<file path="config.mk">
export PLATFORM = sky130hd
export DESIGN_NAME = pio_flow_ctrl
export DESIGN_NICKNAME = d
export VERILOG_FILES = /design/src/rtl/pio_flow_ctrl.sv
export SDC_FILE = /design/constraint.sdc
export NUM_CORES = 1
export LEC_CHECK = 0
export CAP_MARGIN = 25
export CORE_ASPECT_RATIO = 0.9
export CORE_MARGIN = 4
export CORE_UTILIZATION = 35
export DETAILED_ROUTE_END_ITERATION = 10
export SLEW_MARGIN = 20
export SYNTH_ARGS = -nofsm -noshare
export SYNTH_HDL_FRONTEND = slang
export SYNTH_SLANG_ARGS = --single-unit
</file>
<file path="constraint.sdc">
create_clock -name clk -period 2.8 [get_ports clk]
set_input_delay 0.7 -clock clk [delete_from_list [all_inputs] [get_ports clk]]
set_output_delay 0.7 -clock clk [all_outputs]
set_load 0.02 [all_outputs]
</file>
<file path="src/rtl/pio_flow_ctrl.sv">
// PIO execution-control front end: decodes the fetched instruction and drives the
// program counter, handling JMP conditions, WAIT stalls, SET of X/Y and delay cycles.
module pio_flow_ctrl #(
    parameter int unsigned DATA_W  = 32,
    parameter int unsigned DELAY_W = 5
) (
    input  logic              clk,
    input  logic              rst,
    input  logic              enable,
    input  logic [15:0]       instr,
    input  logic              jmp_pin,
    input  logic              wait_pin,
    input  logic              osr_empty,
    output logic              pc_en,
    output logic              jump_en,
    output logic [4:0]        jump,
    output logic [DATA_W-1:0] x,
    output logic [DATA_W-1:0] y,
    output logic              stalled
);

    localparam logic [0:0] StExec  = 1'b0;
    localparam logic [0:0] StDelay = 1'b1;

    localparam logic [2:0] OpJmp  = 3'b000;
    localparam logic [2:0] OpWait = 3'b001;
    localparam logic [2:0] OpSet  = 3'b111;

    localparam logic [2:0] CondAlways  = 3'b000;
    localparam logic [2:0] CondXZero   = 3'b001;
    localparam logic [2:0] CondXDec    = 3'b010;
    localparam logic [2:0] CondYZero   = 3'b011;
    localparam logic [2:0] CondYDec    = 3'b100;
    localparam logic [2:0] CondXNeY    = 3'b101;
    localparam logic [2:0] CondPin     = 3'b110;
    localparam logic [2:0] CondOsrFull = 3'b111;

    localparam logic [2:0] DestX = 3'b001;
    localparam logic [2:0] DestY = 3'b010;

    localparam logic [DATA_W-1:0]  DataOne  = {{(DATA_W-1){1'b0}}, 1'b1};
    localparam logic [DELAY_W-1:0] DelayOne = {{(DELAY_W-1){1'b0}}, 1'b1};
    localparam logic [DELAY_W-1:0] DelayZero = '0;

    logic [0:0]         state_q, state_d;
    logic [DELAY_W-1:0] cnt_q, cnt_d;
    logic [DATA_W-1:0]  x_q, x_d;
    logic [DATA_W-1:0]  y_q, y_d;

    logic [2:0]         opcode;
    logic [DELAY_W-1:0] delay;
    logic [2:0]         cond;
    logic [4:0]         addr;
    logic               run;
    logic               complete;
    logic               cond_ok;
    logic [DATA_W-1:0]  set_data;

    assign opcode   = instr[15:13];
    assign delay    = instr[8+DELAY_W-1:8];
    assign cond     = instr[7:5];
    assign addr     = instr[4:0];
    assign set_data = {{(DATA_W-5){1'b0}}, addr};

    // Outputs stay quiet while reset is held, even though state already reads EXEC.
    assign run = enable & ~rst;

    always_comb begin
        cond_ok = 1'b0;
        unique case (cond)
            CondAlways:  cond_ok = 1'b1;
            CondXZero:   cond_ok = (x_q == '0);
            CondXDec:    cond_ok = (x_q != '0);
            CondYZero:   cond_ok = (y_q == '0);
            CondYDec:    cond_ok = (y_q != '0);
            CondXNeY:    cond_ok = (x_q != y_q);
            CondPin:     cond_ok = jmp_pin;
            CondOsrFull: cond_ok = ~osr_empty;
            default:     cond_ok = 1'b0;
        endcase
    end

    always_comb begin
        state_d  = state_q;
        cnt_d    = cnt_q;
        x_d      = x_q;
        y_d      = y_q;
        complete = 1'b0;
        pc_en    = 1'b0;
        jump_en  = 1'b0;
        stalled  = 1'b0;

        if (state_q == StExec) begin
            if (run) begin
                case (opcode)
                    OpJmp: begin
                        complete = 1'b1;
                        jump_en  = cond_ok;
                        // Post-decrement happens whether or not the jump is taken.
                        if (cond == CondXDec) x_d = x_q - DataOne;
                        if (cond == CondYDec) y_d = y_q - DataOne;
                    end
                    OpWait: begin
                        if (wait_pin == instr[7]) begin
                            complete = 1'b1;
                        end else begin
                            stalled = 1'b1;
                        end
                    end
                    OpSet: begin
                        complete = 1'b1;
                        if (cond == DestX) x_d = set_data;
                        if (cond == DestY) y_d = set_data;
                    end
                    default: complete = 1'b1;
                endcase

                if (complete) begin
                    pc_en = 1'b1;
                    if (delay != DelayZero) begin
                        cnt_d   = delay;
                        state_d = StDelay;
                    end
                end
            end
        end else begin
            stalled = ~rst;
            if (run) begin
                cnt_d = cnt_q - DelayOne;
                if (cnt_q == DelayOne) state_d = StExec;
            end
        end
    end

    always_ff @(posedge clk or posedge rst) begin
        if (rst) begin
            state_q <= StExec;
            cnt_q   <= '0;
            x_q     <= '0;
            y_q     <= '0;
        end else begin
            state_q <= state_d;
            cnt_q   <= cnt_d;
            x_q     <= x_d;
            y_q     <= y_d;
        end
    end

    assign jump = addr;
    assign x    = x_q;
    assign y    = y_q;

endmodule

</file>
==> results.sh, run 1 <==
export IMPL_drt_initial_drc_count=466
export IMPL_worstMarginPinSlew_ns=0.610
export IMPL_yosysSeqAreaShare_pct=38.7
export IMPL_drv_slew=0
export IMPL_final_common_cell="buf_4"
export IMPL_setup_slack_ns=-0.347
export IMPL_synth_fp_nets=551
export IMPL_die_area_um2=14800
export IMPL_die_h_um=116
export IMPL_clock_latency_ns=0.34
export IMPL_n_antenna_cell=0
export IMPL_cts_sinks=70
export IMPL_synth_edf_count=0
export IMPL_tns_ns=-0.347
export IMPL_io_buffers=93
export IMPL_nets=768
export IMPL_fmax_mhz=318
export IMPL_antenna_found_initial=0
export IMPL_grt_usage_pct=21.8
export IMPL_fin_hold_ws_ns=0.576
export IMPL_preCtsSetupSlack_ns=-0.512
export IMPL_cts_root_buf="clkbuf_16"
export IMPL_globalplace_congestion=0.889
export IMPL_tritoncts="yes"
export IMPL_synth_cells=523
export IMPL_synth_area_per_cell_um2=8.65
export IMPL_ys_types=60
export IMPL_setup_viol=1
export IMPL_synth_top_area_cell="dfrtp_1"
export IMPL_hold_class="flop to flop"
export IMPL_initial_core_util_pct=35.6
export IMPL_firstDrtPassIters=5
export IMPL_path_max_fanout=3
export IMPL_cp_required_ns=2.10
export IMPL_vias=5031
export IMPL_end_kind="output port"
export IMPL_async_flop_share_pct=100
export IMPL_pin_count=94
export IMPL_start_kind="flop"
export IMPL_violations="setup timing"
export IMPL_p_per_area_nw_per_um2=583
export IMPL_dp_hpwl_um=12100
export IMPL_viasPerCell=5.53
export IMPL_fin_crit_ns=3.15
export IMPL_rsz0062_at_grt="true"
export IMPL_status="finished, violations left"
export IMPL_grt_pass1_vias=5006
export IMPL_clock_path_buffers=2
export IMPL_final_util_pct=55.0
export IMPL_ant_nets=0
export IMPL_die_w_um=128
export IMPL_syn_to_final_growth_pct=54.5
export IMPL_wl_per_cell_um=17.5
export IMPL_h_tree_depth=3
export IMPL_path_clk_slew_ns=0.06
export IMPL_yosysTopAreaCellShare_pct=38.7
export IMPL_synth_ff_type="dfrtp_1"
export IMPL_slew_headroom_pct=59.0
export IMPL_yosys_register_bits=70
export IMPL_core_area_um2=12700
export IMPL_cts_buffers=9
export IMPL_critical_path_class="flop to output port"
export IMPL_drc_errors=0
export IMPL_yosys_top_cells_area="dfrtp_1, xnor2_1, a21oi_1"
export IMPL_cap_violations=0
export IMPL_final_cell_mix="buf_4, clkdlybuf4s50_1, dfrtp_1"
export IMPL_total_power_mw=4.07
export IMPL_max_vdd_ir_drop_uv=335
export IMPL_routed_wl_um=15900
export IMPL_synth_cell_area_um2=4520
export IMPL_grt_max_degree=71
export IMPL_yosys_warnings=0
export IMPL_cp_arrival_ns=2.45
export IMPL_grt_first_pass_wirelength_um=25500
export IMPL_finalHoldViolCount=0
export IMPL_leakage_nw=3.14
export IMPL_final_period_utilization_pct=112
export IMPL_gr_total_overflow=0
export IMPL_finalClockSkew_ns=0.00955
export IMPL_drive_gt1_share_pct=26.0
export IMPL_core_rowCount=39
[power breakdown]
group	switching, mW	internal [mW]
sequential	0.0745	1.12
combinational	0.909	0.775
clock	0.455	0.737
total	1.44	2.63
[timing repair]
action / in CTS / in global routing
hold buffers: 0 / 0
pin swaps: 4 / 2
gates cloned: 0 / 0
gates resized for setup: 22 / 6
setup buffers: 4 / 0
endpoints found under the setup margin: 12 / 9
[cells in the mapped netlist, drive strengths merged, types with 14 or more instances]
cell	number
dfrtp	70
or3	18
or4	28
nand4	17
nor2	47
o21ai	46
a21oi	46
clkbuf	25
nor3	14
nand2	25
o31ai	16
nor4	16
xnor2	33
[registers in the layout, indices dropped and copies added (netlist names)]
name     cells
cnt_q        5
state_q      1
x           32
y           32
[cell type report]
| type | count | area [µm²] |
|---|---|---|
| Fill cell | 1143 | 5700 |
| Clock buffer | 11 | 253 |
| Sequential cell | 70 | 1750 |
| Inverter | 12 | 45.0 |
| Clock inverter | 5 | 57.6 |
| Timing Repair Buffer | 243 | 2060 |
| Tap cell | 164 | 205 |
| Multi-Input combinational cell | 404 | 2610 |
[final timing paths]
path | cells after the start | slack (ns) | start | end
max in group asynchronous | 4 | 1.52 | rst | x[19]
setup / recovery | 6 | -0.35 | x[14] | jump_en
hold reg to reg | 2 | 0.58 | cnt_q[3] | cnt_q[3]
setup reg to reg | 8 | 0.11 | x[0] | x[21]
min in group asynchronous | 4 | 0.95 | rst | state_q
hold / removal | 2 | 0.58 | cnt_q[3] | cnt_q[3]
[layer usage]
layer / part of all wire [%] / wire length (µm) / vias to the layer above / GRT usage (%)
met4: 1.6 / 254 / 0 / 6.51
met3: 7.5 / 1200 / 23 / 5.16
met1: 45 / 7120 / 2414 / 29.3
met5: 0 / 0 / - / 0
met2: 46 / 7350 / 208 / 35.2
li1: - / - / 2386 / -
[metrics by stage]
step,cells,cell area (µm²)
final,909,6980
after global routing,909,6980
after CTS,909,6970
after detailed placement,889,6620
after global placement,889,6620
after floorplan,523,4560
[worst max-delay path, stage by stage, from the launching register on]
cell and delay [ns]:
dfrtp_1 0.38, or4_4 0.56, nor4_4 0.39, a31oi_1 0.11, or3_1 0.36, a31oi_4 0.18
buf_6 0.13
[logic make-up (layout without fill, tap and decap cells)]
logic type / Yosys count / count (layout) / synth area share (%)
simple gates: 208 / 208 / 26.6
xor+xnor: 43 / 43 / 8.33
flops: 70 / 70 / 38.7
fa+ha+maj: 6 / 6 / 1.66
compound gates: 142 / 142 / 18.8
mux: 5 / 5 / 1.13
buf+inv: 49 / 271 / 4.73
No activity file was read; power rests on OpenSTA's default activity.
==> inputs of run 2 (changes only) <==
CELL_PAD_IN_SITES_DETAIL_PLACEMENT = 2   (was not set)
CELL_PAD_IN_SITES_GLOBAL_PLACEMENT = 2   (was not set)
CORE_UTILIZATION = 31   (was 35)
PLACE_DENSITY_LB_ADDON = 0.1   (was not set)
==> run 2 against run 1 <==
The flow still finishes with violations (setup timing); power rose by 7.8%; wire length increased by 42%; highest routed layer unchanged; global-route usage is 5.9 points higher.
==> results.sh, run 2 (synthesis gave the netlist of run 1 again) <==
export IMPL_globalplace_congestion=0.833
export IMPL_core_area_um2=14200
export IMPL_syn_to_final_growth_pct=56.3
export IMPL_cp_arrival_ns=2.54
export IMPL_hold_class="flop to flop"
export IMPL_tritoncts="yes"
export IMPL_grt_usage_pct=27.7
export IMPL_fmax_mhz=308
export IMPL_gr_total_overflow=0
export IMPL_finalHoldViolCount=0
export IMPL_ant_nets=0
export IMPL_nets=758
export IMPL_final_period_utilization_pct=116
export IMPL_h_tree_depth=3
export IMPL_fin_hold_ws_ns=0.561
export IMPL_io_buffers=93
export IMPL_antenna_found_initial=1
export IMPL_final_cell_mix="buf_4, clkdlybuf4s50_1, dfrtp_1"
export IMPL_start_kind="flop"
export IMPL_routed_wl_um=22700
export IMPL_path_max_fanout=3
export IMPL_drc_errors=0
export IMPL_end_kind="output port"
export IMPL_die_w_um=135
export IMPL_pwr_share_clk_pct=31.9
export IMPL_clock_latency_ns=0.36
export IMPL_wl_per_cell_um=24.4
export IMPL_tns_ns=-0.443
export IMPL_firstDrtPassIters=5
export IMPL_cp_required_ns=2.10
export IMPL_holdBufCountCts=0
export IMPL_setup_viol=1
export IMPL_leakage_nw=3.15
export IMPL_critical_path_class="flop to output port"
export IMPL_status="finished, violations left"
export IMPL_switchingPower_mw=1.58
export IMPL_path_clk_slew_ns=0.06
export IMPL_grt_pass1_vias=6066
export IMPL_worstMarginPinSlew_ns=0.626
export IMPL_cts_root_buf="clkbuf_16"
export IMPL_grt_first_pass_wirelength_um=35000
export IMPL_p_per_area_nw_per_um2=621
export IMPL_clock_path_buffers=2
export IMPL_drv_slew=0
export IMPL_seqPwrFrac_pct=27.5
export IMPL_pwr_share_comb_pct=40.6
export IMPL_initial_core_util_pct=31.9
export IMPL_slew_headroom_pct=57.9
export IMPL_finalClockSkew_ns=0.00801
export IMPL_die_h_um=123
export IMPL_final_common_cell="buf_4"
export IMPL_preCtsSetupSlack_ns=-0.625
export IMPL_vias=5279
export IMPL_total_power_mw=4.39
export IMPL_rsz0062_at_grt="true"
export IMPL_cap_violations=0
export IMPL_core_rowCount=41
export IMPL_drt_initial_drc_count=271
export IMPL_setup_slack_ns=-0.443
export IMPL_fin_crit_ns=3.24
export IMPL_drive_gt1_share_pct=25.9
export IMPL_swShare_pct=35.9
export IMPL_viasPerCell=5.68
export IMPL_dp_hpwl_um=16200
export IMPL_violations="setup timing"
export IMPL_die_area_um2=16600
export IMPL_intPower_mw=2.81
export IMPL_max_vdd_ir_drop_uv=398
export IMPL_grt_max_degree=32
export IMPL_cts_buffers=9
export IMPL_pin_count=94
export IMPL_cts_sinks=70
-- run 2: changes by cell type in the layout (fill, tap and decap cells not counted), sizes merged, moves of 2 or more --
| cell | delta |
|---|---|
| clkdlybuf4s50 | -2 |
| buf | -11 |
| dlymetal6s2s | +2 |
| clkinvlp | -3 |
| clkbuf | +2 |
| bufinv | +2 |
-- run 2: power groups by stage --
| stage | combinational, mW | sequential [mW] | clock, mW |
|---|---|---|---|
| 4_1_cts | 1.76 | 1.20 | 1.41 |
| 5_1_grt | 1.94 | 1.22 | 1.46 |
| 3_5_place_dp | 1.73 | 1.22 | 0 |
| 3_3_place_gp | 1.63 | 1.21 | 0 |
| 6_report | 1.78 | 1.21 | 1.40 |
| 2_1_floorplan | 0.810 | 1.33 | 0 |
-- run 2: routing by layer --
layer	up-vias	track usage (%)	wire length, µm
li1	2360	-	-
met1	2737	34.3	9930
met2	135	47.8	11300
met3	47	5.41	806
met4	0	11.0	631
met5	-	0	0
-- run 2: worst paths after layout --
check                          from        to  slack (ns)  cells after the start
setup / recovery              x[10]   jump_en       -0.44                      6
hold / removal             cnt_q[4]  cnt_q[4]        0.56                      2
setup reg to reg               x[1]     x[30]        0.05                      7
hold reg to reg            cnt_q[4]  cnt_q[4]        0.56                      2
max in group asynchronous       rst     x[24]        1.25                      4
min in group asynchronous       rst     x[14]        0.85                      3
-- run 2: layout make-up --
| type | instances | area (µm²) |
|---|---|---|
| inverter | 12 | 45.0 |
| tap | 193 | 241 |
| antenna | 1 | 2.50 |
| sequential | 70 | 1750 |
| timing repair buffer | 233 | 2000 |
| fill | 1550 | 7090 |
| clock inverter | 3 | 90.1 |
| clock buffer | 13 | 260 |
| multi-input combinational | 404 | 2680 |
-- run 2: per-stage QoR --
step           utilization [%]  instance area (µm²)  cells
3_5_place_dp              46.7                 6610    910
2_1_floorplan                -                 4560    523
6_report                  49.9                 7070    929
3_3_place_gp              46.7                 6610    910
5_1_grt                   49.9                 7070    928
4_1_cts                   49.6                 7020    927
-- run 2: worst max-delay path, cell delays in order (launching register included) --
cell	delay, ns
dfrtp_1	0.40
or4_4	0.57
nor4_4	0.40
a31oi_1	0.13
or3_4	0.36
a31oi_4	0.18
buf_6	0.14
-- run 2: timing repair --
action,in CTS,in global routing
pin swaps,6,7
endpoints found under the setup margin,28,20
gates cloned,0,0
gates resized for setup,23,15
setup buffers,1,1
==> inputs of run 3 (changes only) <==
CTS_CLUSTER_DIAMETER = 30   (was not set)
==> results of run 3 <==
The final DEF is identical to that of run 2; final timing and power are the same.
